`config.mk`:
```
export PLATFORM = sky130hd
export DESIGN_NAME = seg7_scan_capture_flat
export DESIGN_NICKNAME = d
export VERILOG_FILES = /design/src/rtl/seg7_pkg.sv /design/src/rtl/seg7_scan_capture_if.sv /design/src/rtl/seg7_pattern_decoder.sv /design/src/rtl/seg7_scan_capture.sv /design/src/flat_wrapper.sv
export SDC_FILE = /design/constraint.sdc
export NUM_CORES = 1
export LEC_CHECK = 0
export ABC_AREA = 1
export BUFFER_PORTS_ARGS = -buffer_cell sky130_fd_sc_hd__buf_2
export CAP_MARGIN = 20
export CORE_AREA = 2 2 151 94
export DETAILED_ROUTE_END_ITERATION = 8
export DIE_AREA = 0 0 153 96
export GPL_ROUTABILITY_DRIVEN = 0
export PLACE_DENSITY = 0.57
export SLEW_MARGIN = 10
export SYNTH_ARGS = -nofsm -noshare
export SYNTH_HDL_FRONTEND = slang
export SYNTH_SLANG_ARGS = --single-unit
```
`constraint.sdc`:
```
create_clock -name clk -period 2.5 [get_ports clk]
set_clock_uncertainty 0.1 [all_clocks]
set_input_delay 0.125 -clock clk [delete_from_list [all_inputs] [get_ports clk]]
set_output_delay 0.125 -clock clk [all_outputs]
set_load 0.005 [all_outputs]
```
`src/rtl/seg7_pkg.sv`:
```
// Shared constants and types for the seven-segment scan capture monitor.
// Segment patterns use {g,f,e,d,c,b,a} bit order, active high.
package seg7_pkg;

    localparam logic [6:0] SEG_0     = 7'h3F;
    localparam logic [6:0] SEG_1     = 7'h06;
    localparam logic [6:0] SEG_2     = 7'h5B;
    localparam logic [6:0] SEG_3     = 7'h4F;
    localparam logic [6:0] SEG_4     = 7'h66;
    localparam logic [6:0] SEG_5     = 7'h6D;
    localparam logic [6:0] SEG_6     = 7'h7D;
    localparam logic [6:0] SEG_7     = 7'h07;
    localparam logic [6:0] SEG_8     = 7'h7F;
    localparam logic [6:0] SEG_9     = 7'h6F;
    localparam logic [6:0] SEG_BLANK = 7'h00;

    localparam logic [3:0] DIGIT_BLANK   = 4'hF;
    localparam logic [3:0] DIGIT_INVALID = 4'hE;

    typedef enum logic {
        SETTLE = 1'b0,
        HOLD   = 1'b1
    } scan_state_e;

    typedef struct packed {
        logic       err;
        logic [3:0] digit;
    } decode_t;

endpackage

```
`src/rtl/seg7_scan_capture_if.sv`:
```
// Display-bus tap: raw segment/select lines in, captured frame and status out.
interface seg7_scan_capture_if #(
    parameter int NUM_DIGITS = 6
);
    logic [6:0]              seg_in;
    logic [NUM_DIGITS-1:0]   dig_sel_in;
    logic [4*NUM_DIGITS-1:0] digits_out;
    logic [NUM_DIGITS-1:0]   digit_err_out;
    logic                    frame_valid_out;
    logic                    scan_err_out;

    modport master (
        output seg_in, dig_sel_in,
        input  digits_out, digit_err_out, frame_valid_out, scan_err_out
    );

    modport slave (
        input  seg_in, dig_sel_in,
        output digits_out, digit_err_out, frame_valid_out, scan_err_out
    );
endinterface

```
`src/rtl/seg7_pattern_decoder.sv`:
```
// Maps a segment pattern back to its BCD digit; the inverse of the display encoder.
module seg7_pattern_decoder
    import seg7_pkg::*;
(
    input  logic [6:0] seg,
    output decode_t    dec
);

    always_comb begin
        // NOTE: default assignment first keeps this always_comb latch-free
        dec = '{err: 1'b0, digit: DIGIT_INVALID};
        case (seg)
            SEG_0:     dec.digit = 4'd0;
            SEG_1:     dec.digit = 4'd1;
            SEG_2:     dec.digit = 4'd2;
            SEG_3:     dec.digit = 4'd3;
            SEG_4:     dec.digit = 4'd4;
            SEG_5:     dec.digit = 4'd5;
            SEG_6:     dec.digit = 4'd6;
            SEG_7:     dec.digit = 4'd7;
            SEG_8:     dec.digit = 4'd8;
            SEG_9:     dec.digit = 4'd9;
            SEG_BLANK: dec.digit = DIGIT_BLANK;
            default:   dec.err   = 1'b1;
        endcase
    end

endmodule

```
`src/rtl/seg7_scan_capture.sv`:
```
// Receive-side monitor for the multiplexed 7-segment bus: captures each stable
// digit dwell and publishes complete, coherent frames of decoded digits.
module seg7_scan_capture
    import seg7_pkg::*;
#(
    parameter int NUM_DIGITS     = 6,
    parameter int STABLE_CYCLES  = 4,
    parameter int TIMEOUT_CYCLES = 65536
) (
    input  logic              clk,
    input  logic              rst_n,
    seg7_scan_capture_if.slave bus
);

    localparam int CNT_W = $clog2(STABLE_CYCLES);
    localparam int TO_W  = $clog2(TIMEOUT_CYCLES);

    logic [6:0]            seg_s1, seg_s2, seg_q;
    logic [NUM_DIGITS-1:0] sel_s1, sel_s2, sel_q;
    logic [CNT_W-1:0]      cnt;
    logic [TO_W-1:0]       to_cnt;
    scan_state_e           state;
    logic [NUM_DIGITS-1:0] seen;
    logic [3:0]            shadow_digit [NUM_DIGITS];
    logic [NUM_DIGITS-1:0] shadow_err;
    logic [4*NUM_DIGITS-1:0] digits_r;
    logic [NUM_DIGITS-1:0] digit_err_r;
    logic                  frame_valid_r;
    logic                  scan_err_r;
    decode_t               dec;

    logic changed, stable, sel_onehot, sel_multi;
    logic evaluate, capture, multi_err, timeout, frame_done;

    // seg_q/sel_q hold the previous sample; every sample in a stable run equals it.
    assign changed    = (seg_s2 != seg_q) || (sel_s2 != sel_q);
    assign stable     = (cnt == CNT_W'(STABLE_CYCLES - 1));
    assign sel_onehot = $onehot(sel_q);
    assign sel_multi  = (sel_q != '0) && !sel_onehot;
    assign evaluate   = (state == SETTLE) && stable;
    assign capture    = evaluate && sel_onehot;
    assign multi_err  = evaluate && sel_multi;
    assign timeout    = (to_cnt == TO_W'(TIMEOUT_CYCLES - 1)) && !capture;
    assign frame_done = &seen;

    seg7_pattern_decoder u_decoder (
        .seg (seg_q),
        .dec (dec)
    );

    // Synchronisers, previous-sample register and saturating stability counter.
    always_ff @(posedge clk or negedge rst_n) begin
        if (!rst_n) begin
            seg_s1 <= '0;
            seg_s2 <= '0;
            seg_q  <= '0;
            sel_s1 <= '0;
            sel_s2 <= '0;
            sel_q  <= '0;
            cnt    <= '0;
        end else begin
            // NOTE: sequential state uses <= so every flop samples pre-edge values
            seg_s1 <= bus.seg_in;
            seg_s2 <= seg_s1;
            seg_q  <= seg_s2;
            sel_s1 <= bus.dig_sel_in;
            sel_s2 <= sel_s1;
            sel_q  <= sel_s2;
            if (changed)
                cnt <= '0;
            else if (!stable)
                cnt <= cnt + 1'b1;
        end
    end

    // Dwell FSM; a change seen on the evaluation cycle starts the next dwell directly.
    always_ff @(posedge clk or negedge rst_n) begin
        if (!rst_n) begin
            state      <= SETTLE;
            scan_err_r <= 1'b0;
        end else begin
            scan_err_r <= multi_err || timeout;
            case (state)
                SETTLE: if (stable && !changed) state <= HOLD;
                HOLD:   if (changed)            state <= SETTLE;
                default:                        state <= SETTLE;
            endcase
        end
    end

    // Seen mask, shadows, published frame and inter-capture timeout.
    always_ff @(posedge clk or negedge rst_n) begin
        if (!rst_n) begin
            seen          <= '0;
            shadow_err    <= '0;
            to_cnt        <= '0;
            digits_r      <= {NUM_DIGITS{DIGIT_BLANK}};
            digit_err_r   <= '0;
            frame_valid_r <= 1'b0;
            // NOTE: the shadow array is small and is reset so a discarded frame leaves nothing behind
            for (int i = 0; i < NUM_DIGITS; i++)
                shadow_digit[i] <= DIGIT_BLANK;
        end else begin
            frame_valid_r <= frame_done;

            if (frame_done) begin
                for (int i = 0; i < NUM_DIGITS; i++)
                    digits_r[4*i +: 4] <= shadow_digit[i];
                digit_err_r <= shadow_err;
            end

            if (capture) begin
                for (int i = 0; i < NUM_DIGITS; i++) begin
                    if (sel_q[i]) begin
                        shadow_digit[i] <= dec.digit;
                        shadow_err[i]   <= dec.err;
                    end
                end
            end

            if (capture)
                seen <= (frame_done ? '0 : seen) | sel_q;
            else if (frame_done || timeout)
                seen <= '0;

            if (capture || timeout)
                to_cnt <= '0;
            else
                to_cnt <= to_cnt + 1'b1;
        end
    end

    assign bus.digits_out      = digits_r;
    assign bus.digit_err_out   = digit_err_r;
    assign bus.frame_valid_out = frame_valid_r;
    assign bus.scan_err_out    = scan_err_r;

endmodule

```
`src/flat_wrapper.sv`:
```
// flat-port wrapper written by rule: the top's interface ports become plain ports
module seg7_scan_capture_flat import seg7_pkg::*;
#(
    parameter int NUM_DIGITS     = 6,
    parameter int STABLE_CYCLES  = 4,
    parameter int TIMEOUT_CYCLES = 65536
)
  (clk, rst_n, bus_seg_in, bus_dig_sel_in, bus_digits_out, bus_digit_err_out, bus_frame_valid_out, bus_scan_err_out);
  seg7_scan_capture_if #(.NUM_DIGITS(NUM_DIGITS)) bus_i ();
  input  logic clk;
  input  logic rst_n;
  input wire logic [$bits(bus_i.seg_in)-1:0] bus_seg_in;
  input wire logic [$bits(bus_i.dig_sel_in)-1:0] bus_dig_sel_in;
  output wire logic [$bits(bus_i.digits_out)-1:0] bus_digits_out;
  output wire logic [$bits(bus_i.digit_err_out)-1:0] bus_digit_err_out;
  output wire logic [$bits(bus_i.frame_valid_out)-1:0] bus_frame_valid_out;
  output wire logic [$bits(bus_i.scan_err_out)-1:0] bus_scan_err_out;
  assign bus_i.seg_in = bus_seg_in;
  assign bus_i.dig_sel_in = bus_dig_sel_in;
  assign bus_digits_out = bus_i.digits_out;
  assign bus_digit_err_out = bus_i.digit_err_out;
  assign bus_frame_valid_out = bus_i.frame_valid_out;
  assign bus_scan_err_out = bus_i.scan_err_out;
  seg7_scan_capture #(.NUM_DIGITS(NUM_DIGITS), .STABLE_CYCLES(STABLE_CYCLES), .TIMEOUT_CYCLES(TIMEOUT_CYCLES)) u_core (.clk(clk), .rst_n(rst_n), .bus(bus_i));
endmodule
```
==> impl_summary.log, run 1 <==
[metrics] result of the run: finished clean
[metrics] # placed instances: roughly 750
[metrics] CP Launch Type: flip-flop
[metrics] critical path peak fanout: 5
[metrics] largest cells by area after synthesis: dfrtp_1 (37%), dfstp_2 (24%), nand2_1 (14%)
[metrics] global-route total usage across every layer: 0.156
[metrics] total nets after synthesis: roughly 560
[metrics] clock tree root buffer cell: clkbuf_16
[metrics] number of placed I/O pins: 47
[metrics] overall overflow remaining after global route: 0
[metrics] Synth-to-Final Area Change: 26.7%
[metrics] worst ir drop on vdd: about 0.50 mV
[metrics] Critical path destination: u_core.shadow_digit[0]
[metrics] post-synth top area cell: dfrtp_1
[metrics] first-pass GRT wire length: about 18000 um
[metrics] Hold WC Path Type: in2async
[metrics] reg2reg setup slack: between 0.07 and 0.08 ns
[metrics] capturing point of the worst reg2reg path: u_core.shadow_digit[0]
[metrics] Worst-path clk slew: approximately 0.060 ns
[metrics] number of enable flip-flop cells after synthesis: 0
[metrics] fin crit period: 2.42 ns
[metrics] number of buffers added on ports: between 40 and 50
[metrics] number of cells on the worst reg-to-reg path: 10
[metrics] arrival time at the worst endpoint: about 2.7 ns
[metrics] synthesized cell area: between 0.005 and 0.006 mm^2
[metrics] asr flop ratio synth: 1.00
[metrics] drt via density: 4.53
[metrics] Core Box Area: around 0.013 mm^2
[metrics] launching element of the worst setup path: u_core.sel_q[0]
[metrics] number of clock buffers inserted by TritonCTS: 17
[metrics] starting density of the core: 0.392
[metrics] most common cell in the synthesized netlist: nand2_1
[metrics] wire length per cell: between 10 and 15 um
[metrics] power density relative to cell area: between 700 and 800 mW/mm^2
[metrics] clock tree buffer depth: 2
[metrics] Crit Path Category: reg2reg
[metrics] share of cells above drive strength 1: 0.319
[metrics] final total power: ~4.8 mW
[metrics] vias after detailed routing: around 3.6k
[metrics] Seq/Total Area, Yosys: 0.615
[metrics] post-synth top area share: 0.374
[metrics] worst-case setup margin in the final layout: 0.0752 ns
[metrics] latest clock arrival within the worst-skew pair: 0.41 ns
[metrics] worst slack after detailed placement: -0.0815 ns
[metrics] total number of H-tree levels: 4
[metrics] number of warnings printed during yosys synthesis: 0
[metrics] Syn Inst Count: 529
[metrics] mean instance size in the synthesized netlist: roughly 10 um^2
[metrics] initial antenna violation count: 0
[metrics] # clock sinks: roughly 130
[metrics] maximum achievable frequency: slightly above 400 MHz
[metrics] count of distinct cell types in the synthesized netlist: 34
[metrics] # diodes: 0
[metrics] final-report hold violation count: 0
[metrics] number of rows created at floorplan: 33
[metrics] number of cells in the finished layout apart from fillers: slightly above 800
[metrics] instance area at placement: roughly 0.0057 mm^2
[metrics] cell types with the highest counts after synthesis: nand2_1 (195), dfrtp_1 (78), dfstp_2 (48)
[metrics] Final nets: around 640
[metrics] vertical die dimension: ~96 um
[metrics] main flop type after synthesis: dfrtp_1
[metrics] Yosys reg bits: ~130
[metrics] final-report setup violation count: 0
[metrics] detailed placement HPWL: just over 7000 um
[metrics] initial detailed-routing violation count: 230
[metrics] LEAKAGE: 3.18 nW
[metrics] antenna violation net count after detailed routing: 0
[metrics] pin slew with the least headroom to its limit: ~0.65 ns
[metrics] Die Area: 0.0147 mm^2
[metrics] Hold Worst Slack: approximately 0.19 ns
[metrics] period utilisation layout: 0.970
[metrics] max-cap violation count: 0
[metrics] slew margin rel.: 0.568
[metrics] final wirelength: 10400 um
[metrics] DRT Pass-1 Iters: 4
[metrics] CP Capture Type: flip-flop
[metrics] Die Span X: about 150 um
[metrics] Reg2Reg Launch Point: u_core.sel_q[0]
[metrics] via count of the first global-routing pass: 3612
[metrics] pin count of the biggest net entering global routing: approximately 50
[metrics] total DRC errors in the routed layout: 0
[metrics] clock tree from TritonCTS: done
[metrics] final cell area excluding filler cells: 0.00662 mm^2
[metrics] pins over their slew limit: 0
[metrics] worst endpoint required time: ~2.7 ns
worst min-delay path by stage:
stage	from	endpoint	slack (ns)	cells after the start
floorplan	rst_n	u_core.bus.digit_err_out[0]	-0.27	0
global placement	rst_n	u_core.bus.digit_err_out[1]	0.09	1
detailed placement	rst_n	u_core.bus.digit_err_out[1]	0.1	1
CTS	rst_n	u_core.bus.digit_err_out[5]	0.21	2
global route	rst_n	u_core.bus.digit_err_out[0]	0.24	2
finish	rst_n	u_core.bus.digit_err_out[0]	0.19	2
sequential cells by signal (all words and copies together), names as in the netlist, 2 cells and up:
name	count
u_core.bus.digits_out	24
u_core.cnt	2
u_core.seg_s2	7
u_core.seen	6
u_core.seg_s1	7
u_core.shadow_err	6
u_core.sel_s2	6
u_core.sel_s1	6
u_core.shadow_digit	24
u_core.to_cnt	16
u_core.sel_q	6
u_core.seg_q	7
u_core.bus.digit_err_out	6
critical path, cell delays in order, from the launching register on:
cell	delay [ns]
dfrtp_1	0.40
ha_2	0.21
fa_1	0.59
ha_4	0.18
nor2_4	0.04
nor2_4	0.18
nand3_4	0.18
nor2_4	0.22
buf_6	0.13
nand2_2	0.04
o21ai_1	0.08
kinds of logic (layout without fill, tap and decap cells):
logic type,Yosys count,after routing,synth area share
AND/OR/NAND/NOR,297,298,0.258
flip-flops,126,126,0.615
buffers and inverters,51,151,0.0395
AO/OA/AOI/OAI,25,25,0.0259
XOR/XNOR,18,18,0.0302
adder cells (fa/ha/maj),11,11,0.0292
multiplexers,1,1,0.00192
placed cells by master (no fill, tap or decap), types with 4 or more instances in the layout:
cell / n
nand3_1: 17
xnor2_1: 7
xor2_1: 11
clkbuf_8: 4
or2_2: 4
clkbuf_16: 17
nand2_4: 4
ha_1: 4
buf_2: 45
dlygate4sd3_1: 14
nand2_2: 6
nand2_1: 193
buf_4: 15
nor3_1: 4
nand4_1: 8
o21ai_0: 13
o21ai_1: 7
dfstp_2: 48
dfrtp_1: 78
nor2_4: 10
inv_2: 16
nor2_1: 40
inv_1: 25
cell type report:
| type | instances | area (um^2) |
|---|---|---|
| fill | 1193 | 6720 |
| sequential | 126 | 3210 |
| multi-input combinational | 353 | 1890 |
| timing repair buffer | 78 | 541 |
| clock buffer | 22 | 484 |
| tap | 175 | 219 |
| inverter | 42 | 160 |
| clock inverter | 9 | 111 |
through the flow:
step                      utilization  setup TNS (ns)
after floorplan                     -               0
after global placement          0.431               0
after detailed placement        0.431          -0.368
after CTS                       0.487               0
after global routing            0.496          -0.101
final                           0.496               0
repair_timing:
action                     4_1_cts  5_1_grt
hold endpoints to repair        33        0
pin swaps                        2        6
resized for setup                1       23
setup endpoints to repair       30       51
setup buffers                    1        5
gates cloned                     1        0
hold buffers                    14        0
per-layer routing:
metal  vias to the layer above  routed length (um)  track usage  part of all wire
li1                       1834                   -            -                 -
met2                        74                4180        0.220              0.40
met3                        16                 570       0.0428             0.055
met4                         0                 160       0.0586             0.015
met1                      1725                5510        0.228              0.53
met5                         -                   0            0                 0
power by group:
group          leakage, nW  total [mW]  switching [mW]  internal [mW]
combinational         1.41       0.234           0.138         0.0962
clock                0.288        2.44           0.872           1.57
sequential            1.48        2.10          0.0250           2.08
Power figures use the tool's default switching activity.
==> inputs of run 2 (changes only) <==
--- a/config.mk
+++ b/config.mk
@@ -12,7 +12,7 @@
 export DETAILED_ROUTE_END_ITERATION = 8
 export DIE_AREA = 0 0 153 96
 export GPL_ROUTABILITY_DRIVEN = 0
-export PLACE_DENSITY = 0.57
+export PLACE_DENSITY = 0.59
 export SLEW_MARGIN = 10
 export SYNTH_ARGS = -nofsm -noshare
 export SYNTH_HDL_FRONTEND = slang
==> impl_summary.log, run 2 (synthesis results as in run 1) <==
[metrics] result of the run: finished clean (unchanged)
[metrics] Core Box Area: 0.0133 mm^2 (unchanged)
[metrics] clock tree buffer depth: 2 (unchanged)
[metrics] clock tree root buffer cell: clkbuf_16 (unchanged)
[metrics] chain of cells forming the critical path: ha_2, fa_1, ha_4, a21oi_2, nand3_4, buf_6, nor2_4, inv_2, nand2_1, o21ai_1 (was ha_2, fa_1, ha_4, nor2_4, nor2_4, nand3_4, nor2_4, buf_6, nand2_2, o21ai_1)
[metrics] final-report setup violation count: 0 (unchanged)
[metrics] capturing point of the worst reg2reg path: u_core.shadow_err[1] (was u_core.shadow_digit[0])
[metrics] worst ir drop on vdd: 0.432 mV (was 0.497 mV)
[metrics] initial antenna violation count: 0 (unchanged)
[metrics] number of buffers added on ports: 46 (unchanged)
[metrics] Worst-path clk slew: 0.06 ns (about the same)
[metrics] starting density of the core: 0.392 (unchanged)
[metrics] Die Span X: 153 um (unchanged)
[metrics] clock tree from TritonCTS: done (unchanged)
[metrics] CP Capture Type: flip-flop (unchanged)
[metrics] vias after detailed routing: 3676 (was 3649)
[metrics] worst endpoint required time: 2.69 ns (was 2.74 ns)
[metrics] most common cell after layout, fill and taps aside: nand2_1 (unchanged)
[metrics] share of cells above drive strength 1: 0.315 (was 0.319)
[metrics] power density relative to cell area: 698 mW/mm^2 (was 721 mW/mm^2)
[metrics] Final nets: 645 (was 644)
[metrics] Hold WC Path Type: in2async (unchanged)
[metrics] critical path peak fanout: 6 (was 5)
[metrics] combinational fraction of design power: 0.046 (was 0.049)
[metrics] total number of H-tree levels: 4 (unchanged)
[metrics] number of clock buffers inserted by TritonCTS: 17 (unchanged)
[metrics] area of combinational cells with multiple inputs: 0.00185 mm^2 (was 0.00189 mm^2)
[metrics] total DRC errors in the routed layout: 0 (unchanged)
[metrics] final wirelength: 10600 um (was 10400 um)
[metrics] pin count of the biggest net entering global routing: 127 (was 49)
[metrics] met2 wire length: 4510 um (was 4180 um)
[metrics] number of cells in the finished layout apart from fillers: 807 (was 805)
[metrics] NetSw: 1.10 mW (was 1.04 mW)
[metrics] pins over their slew limit: 0 (unchanged)
[metrics] number of rows created at floorplan: 33 (unchanged)
[metrics] reg2reg setup slack: 0.11 ns (was 0.08 ns)
[metrics] Synth-to-Final Area Change: 25.0% (was 26.7%)
[metrics] pin slew with the least headroom to its limit: 0.715 ns (was 0.649 ns)
[metrics] number of placed I/O pins: 47 (unchanged)
[metrics] global-route total usage across every layer: 0.161 (was 0.156)
[metrics] area of all sequential standard cells: 0.00321 mm^2 (unchanged)
[metrics] latest clock arrival within the worst-skew pair: 0.42 ns (was 0.41 ns)
[metrics] drt via density: 4.56 (was 4.53)
[metrics] Worst path slowest cell: fa_1 (unchanged)
[metrics] slew margin rel.: 0.524 (was 0.568)
[metrics] final cell area excluding filler cells: 0.00653 mm^2 (was 0.00662 mm^2)
[metrics] max-cap violation count: 0 (unchanged)
[metrics] worst-case setup margin in the final layout: 0.106 ns (was 0.0752 ns)
[metrics] setup tns final: 0 ns (unchanged)
[metrics] # diodes: 0 (unchanged)
[metrics] wire length per cell: 13.1 um (was 12.9 um)
[metrics] maximum achievable frequency: 418 MHz (was 412 MHz)
[metrics] period utilisation layout: 0.958 (was 0.970)
[metrics] LEAKAGE: 3.15 nW (was 3.18 nW)
[metrics] clock group share of total power: 0.493 (was 0.511)
[metrics] number of cells on the worst reg-to-reg path: 10 (unchanged)
[metrics] commonest cells after routing, fill and taps aside: nand2_1 (194), dfrtp_1 (78), dfstp_2 (48) (was nand2_1 (193), dfrtp_1 (78), dfstp_2 (48))
[metrics] Hold Worst Slack: 0.223 ns (was 0.188 ns)
[metrics] fraction of the core area covered by cells at the end of the flow: 0.490 (was 0.496)
[metrics] overall overflow remaining after global route: 0 (unchanged)
[metrics] Sw Share: 0.240 (was 0.217)
[metrics] uppermost layer routed: met4 (unchanged)
[metrics] Int Power: 3.47 mW (was 3.74 mW)
[metrics] instance area at placement: 0.00575 mm^2 (was 0.00574 mm^2)
[metrics] detailed placement HPWL: 7160 um (was 7100 um)
[metrics] # placed instances: 755 (was 753)
[metrics] highest cell delay on the worst timing path: 0.53 ns (was 0.59 ns)
[metrics] arrival time at the worst endpoint: 2.59 ns (was 2.66 ns)
[metrics] CP Launch Type: flip-flop (unchanged)
[metrics] initial detailed-routing violation count: 224 (was 230)
[metrics] final total power: 4.56 mW (was 4.78 mW)
[metrics] sequential cell fraction of total power: 0.460 (was 0.440)
[metrics] RSZ-0062 raised after global routing: true
[metrics] Filler Cells Inserted: 1228 (was 1193)
[metrics] vertical die dimension: 96 um (unchanged)
[metrics] via count of the first global-routing pass: 3687 (was 3612)
[metrics] detailed-route wire length on metal 1: 5520 um (was 5510 um)
[metrics] first-pass GRT wire length: 18100 um (was 17700 um)
[metrics] Reg2Reg Launch Point: u_core.sel_q[0] (unchanged)
[metrics] # clock sinks: 126 (unchanged)
[metrics] worst slack after detailed placement: 0.0359 ns (was -0.0815 ns)
[metrics] routed length on met3: 459 um (was 570 um)
[metrics] final-report hold violation count: 0 (unchanged)
[metrics] antenna violation net count after detailed routing: 0 (unchanged)
[metrics] DRT Pass-1 Iters: 5 (was 4)
[metrics] fin crit period: 2.39 ns (was 2.42 ns)
[metrics] Crit Path Category: reg2reg (unchanged)
[metrics] Die Area: 0.0147 mm^2 (unchanged)
run 2: cell types whose count changed in the layout (fill, tap and decap cells not counted), moves of 2 or more:
cell        change
inv_6           +5
ha_1            +2
bufinv_16       -2
buf_4           +2
clkinvlp_4      +3
clkbuf_8        -3
run 2: power groups by stage:
stage	clock (mW)	combinational (mW)	sequential, mW
final	2.25	0.212	2.10
after global routing	2.42	0.242	2.11
after CTS	2.31	0.192	2.10
after detailed placement	0	0.174	2.13
after global placement	0	0.170	2.13
after floorplan	0	0.0935	2.13
run 2: what timing repair did:
action | 4_1_cts | 5_1_grt
endpoints found under the setup margin | 0 | 51
gates resized for setup | 0 | 17
endpoints found under the hold margin | 91 | 0
setup buffers | 0 | 6
hold buffers | 14 | 0
run 2: metal layers:
layer | track usage | vias to the layer above
li1 | - | 1837
met1 | 0.228 | 1750
met2 | 0.240 | 76
met3 | 0.0405 | 13
met4 | 0.0602 | 0
met5 | 0 | -
run 2: area by class of cell:
cell class | instances | area share
flip-flops and latches | 126 | 0.492
inverters | 42 | 0.0241
repair buffers | 80 | 0.0837
clock buffers | 18 | 0.0672
clock inverters | 14 | 0.0165
well taps | 175 | 0.0335
multi-input cells | 352 | 0.283
run 2: how the worst max path moves through the flow:
stage / from / end
global placement: u_core.sel_q[5] / u_core.shadow_err[4]
global route: u_core.sel_q[1] / u_core.shadow_err[1]
floorplan: u_core.sel_q[5] / u_core.to_cnt[10]
detailed placement: u_core.sel_q[5] / u_core.shadow_err[0]
CTS: u_core.sel_q[5] / u_core.shadow_err[0]
finish: u_core.sel_q[0] / u_core.shadow_err[1]
run 2: critical path: cells and delay by family (launching register included):
family	cells	cell delay, ns
fa+ha+maj	3	0.93
flops	1	0.40
simple gates	3	0.36
compound gates	2	0.25
buf+inv	2	0.23
==> inputs of run 3 (changes only) <==
==> constraint.sdc (replaced) <==
create_clock -name clk -period 2.1 [get_ports clk]
set_clock_uncertainty 0.1 [all_clocks]
set_input_delay 0.105 -clock clk [delete_from_list [all_inputs] [get_ports clk]]
set_output_delay 0.105 -clock clk [all_outputs]
set_load 0.005 [all_outputs]
==> impl_summary.log, run 3 (synthesis results as in run 1) <==
[metrics] result of the run: finished, violations left (was finished clean)
[metrics] violations in the final reports: setup timing
[metrics] wire length per cell: 12.8 um (was 13.1 um)
[metrics] # clock sinks: 126 (unchanged)
[metrics] Worst path slowest cell: fa_1 (unchanged)
[metrics] slew margin rel.: 0.594 (was 0.524)
[metrics] number of rows created at floorplan: 33 (unchanged)
[metrics] Final nets: 651 (was 645)
[metrics] pin slew with the least headroom to its limit: 0.609 ns (was 0.715 ns)
[metrics] share of cells above drive strength 1: 0.334 (was 0.315)
[metrics] LEAKAGE: 3.22 nW (was 3.15 nW)
[metrics] number of buffers added on ports: 46 (unchanged)
[metrics] power density relative to cell area: 875 mW/mm^2 (was 698 mW/mm^2)
[metrics] setup tns final: -10.33 ns (was 0 ns)
[metrics] # diodes: 0 (unchanged)
[metrics] number of cells in the finished layout apart from fillers: 813 (was 807)
[metrics] highest cell delay on the worst timing path: 0.52 ns (was 0.53 ns)
[metrics] launching element of the worst setup path: u_core.sel_q[1] (was u_core.sel_q[0])
[metrics] total DRC errors in the routed layout: 0 (unchanged)
[metrics] arrival time at the worst endpoint: 2.57 ns (was 2.59 ns)
[metrics] DRT Pass-1 Iters: 5 (unchanged)
[metrics] period utilisation layout: 1.13 (was 0.958)
[metrics] total number of H-tree levels: 4 (unchanged)
[metrics] RSZ-0062 raised after global routing: true (unchanged)
[metrics] starting density of the core: 0.392 (unchanged)
[metrics] Worst-path clk slew: 0.06 ns (about the same)
[metrics] clock tree from TritonCTS: done (unchanged)
[metrics] number of placed I/O pins: 47 (unchanged)
[metrics] kind of cell adding the most delay to the critical path: adder cells (unchanged)
[metrics] initial antenna violation count: 0 (unchanged)
[metrics] Filler Cells Inserted: 1207 (was 1228)
[metrics] vertical die dimension: 96 um (unchanged)
[metrics] number of buffer and inverter stages on the critical path: 2 (unchanged)
[metrics] clock tree root buffer cell: clkbuf_16 (unchanged)
[metrics] worst ir drop on vdd: 0.549 mV (was 0.432 mV)
[metrics] critical path peak fanout: 6 (unchanged)
[metrics] pins over their slew limit: 0 (unchanged)
[metrics] antenna violation net count after detailed routing: 0 (unchanged)
[metrics] number of clock buffers inserted by TritonCTS: 17 (unchanged)
[metrics] Synth-to-Final Area Change: 29.1% (was 25.0%)
[metrics] Crit Path Category: reg2reg (unchanged)
[metrics] Reg2Reg Launch Point: u_core.sel_q[1] (was u_core.sel_q[0])
[metrics] vias after detailed routing: 3658 (was 3676)
[metrics] final cell area excluding filler cells: 0.00674 mm^2 (was 0.00653 mm^2)
[metrics] max-cap violation count: 0 (unchanged)
[metrics] final total power: 5.90 mW (was 4.56 mW)
[metrics] fraction of the core area covered by cells at the end of the flow: 0.506 (was 0.490)
[metrics] commonest cells after routing, fill and taps aside: nand2_1 (194), dfrtp_1 (78), dfstp_2 (48) (unchanged)
[metrics] instance area at placement: 0.00582 mm^2 (was 0.00575 mm^2)
[metrics] worst-case setup margin in the final layout: -0.263 ns (was 0.106 ns)
[metrics] Die Area: 0.0147 mm^2 (unchanged)
[metrics] first-pass GRT wire length: 17800 um (was 18100 um)
[metrics] overall overflow remaining after global route: 0 (unchanged)
[metrics] initial detailed-routing violation count: 181 (was 224)
[metrics] latest clock arrival within the worst-skew pair: 0.42 ns (about the same)
[metrics] pin count of the biggest net entering global routing: 47 (was 127)
[metrics] Die Span X: 153 um (unchanged)
[metrics] via count of the first global-routing pass: 3649 (was 3687)
[metrics] # placed instances: 758 (was 755)
[metrics] detailed placement HPWL: 7240 um (was 7160 um)
[metrics] clock tree buffer depth: 2 (unchanged)
[metrics] global-route total usage across every layer: 0.155 (was 0.161)
[metrics] chain of cells forming the critical path: ha_2, fa_1, ha_4, a21oi_2, nand3_4, buf_12, nor2_4, inv_2, nand2_1, o21ai_1 (was ha_2, fa_1, ha_4, a21oi_2, nand3_4, buf_6, nor2_4, inv_2, nand2_1, o21ai_1)
[metrics] final-report hold violation count: 0 (unchanged)
[metrics] CP Launch Type: flip-flop (unchanged)
[metrics] maximum achievable frequency: 423 MHz (was 418 MHz)
[metrics] CP Capture Type: flip-flop (unchanged)
[metrics] final-report setup violation count: 53 (was 0)
[metrics] most common cell after layout, fill and taps aside: nand2_1 (unchanged)
[metrics] fin crit period: 2.36 ns (was 2.39 ns)
[metrics] worst endpoint required time: 2.31 ns (was 2.69 ns)
[metrics] Core Box Area: 0.0133 mm^2 (unchanged)
[metrics] drt via density: 4.50 (was 4.56)
[metrics] final wirelength: 10400 um (was 10600 um)
[metrics] Hold WC Path Type: in2async (unchanged)
## run 3: cell types whose count changed in the layout (fill, tap and decap cells not counted), moves of 2 or more
| cell | delta |
|---|---|
| nand3_1 | -6 |
| inv_6 | -2 |
| buf_12 | +2 |
| buf_4 | +6 |
| nand3_2 | +6 |
| clkinvlp_4 | -3 |
| clkinv_4 | +3 |
| buf_6 | -3 |
| bufinv_16 | +4 |
## run 3: what timing repair did
item / in CTS / in global routing
endpoints found under the hold margin: 44 / 0
resized for setup: 11 / 2
endpoints found under the setup margin: 53 / 53
buffers inserted: 6 / 3
pin swaps: 2 / 1
hold buffers: 14 / 0
## run 3: per-layer routing
metal,vias to the layer above,track usage,routed length (um)
li1,1846,-,-
met5,-,0,0
met2,47,0.225,4480
met1,1754,0.219,5480
met3,11,0.0495,329
met4,0,0.0556,136
## run 3: report_power, final
| group | switching, mW | internal, mW | total (mW) |
|---|---|---|---|
| Combinational | 0.150 | 0.114 | 0.263 |
| Sequential | 0.0299 | 2.47 | 2.50 |
| Clock | 1.14 | 2.00 | 3.14 |
| Total | 1.32 | 4.59 | 5.90 |
## run 3: metrics by stage
step                worst slack (ns)  hold slack (ns)
floorplan                     -0.193           -0.291
global placement              -0.304           0.0606
detailed placement            -0.326           0.0634
CTS                           -0.249            0.156
global route                  -0.377            0.180
finish                        -0.263            0.137
## run 3: layout make-up
cell class	count	area, um^2	share of cell area
timing repair buffer	86	613	0.0909
tap	175	219	0.0325
clock inverter	15	210	0.0312
inverter	42	158	0.0234
clock buffer	17	425	0.0631
sequential	126	3210	0.476
multi-input combinational	352	1910	0.283
## run 3: final timing paths
kind | to | slack [ns] | cells after the start
worst max-delay path | u_core.shadow_err[4] | -0.26 | 10
min in group clk | u_core.seg_s1[1] | 0.22 | 2
max in group asynchronous | u_core.bus.digits_out[2] | 1.03 | 3
worst min-delay path | u_core.to_cnt[2] | 0.14 | 2
worst min register to register | u_core.seg_s2[5] | 0.25 | 0
worst max register to register | u_core.shadow_err[4] | -0.26 | 10
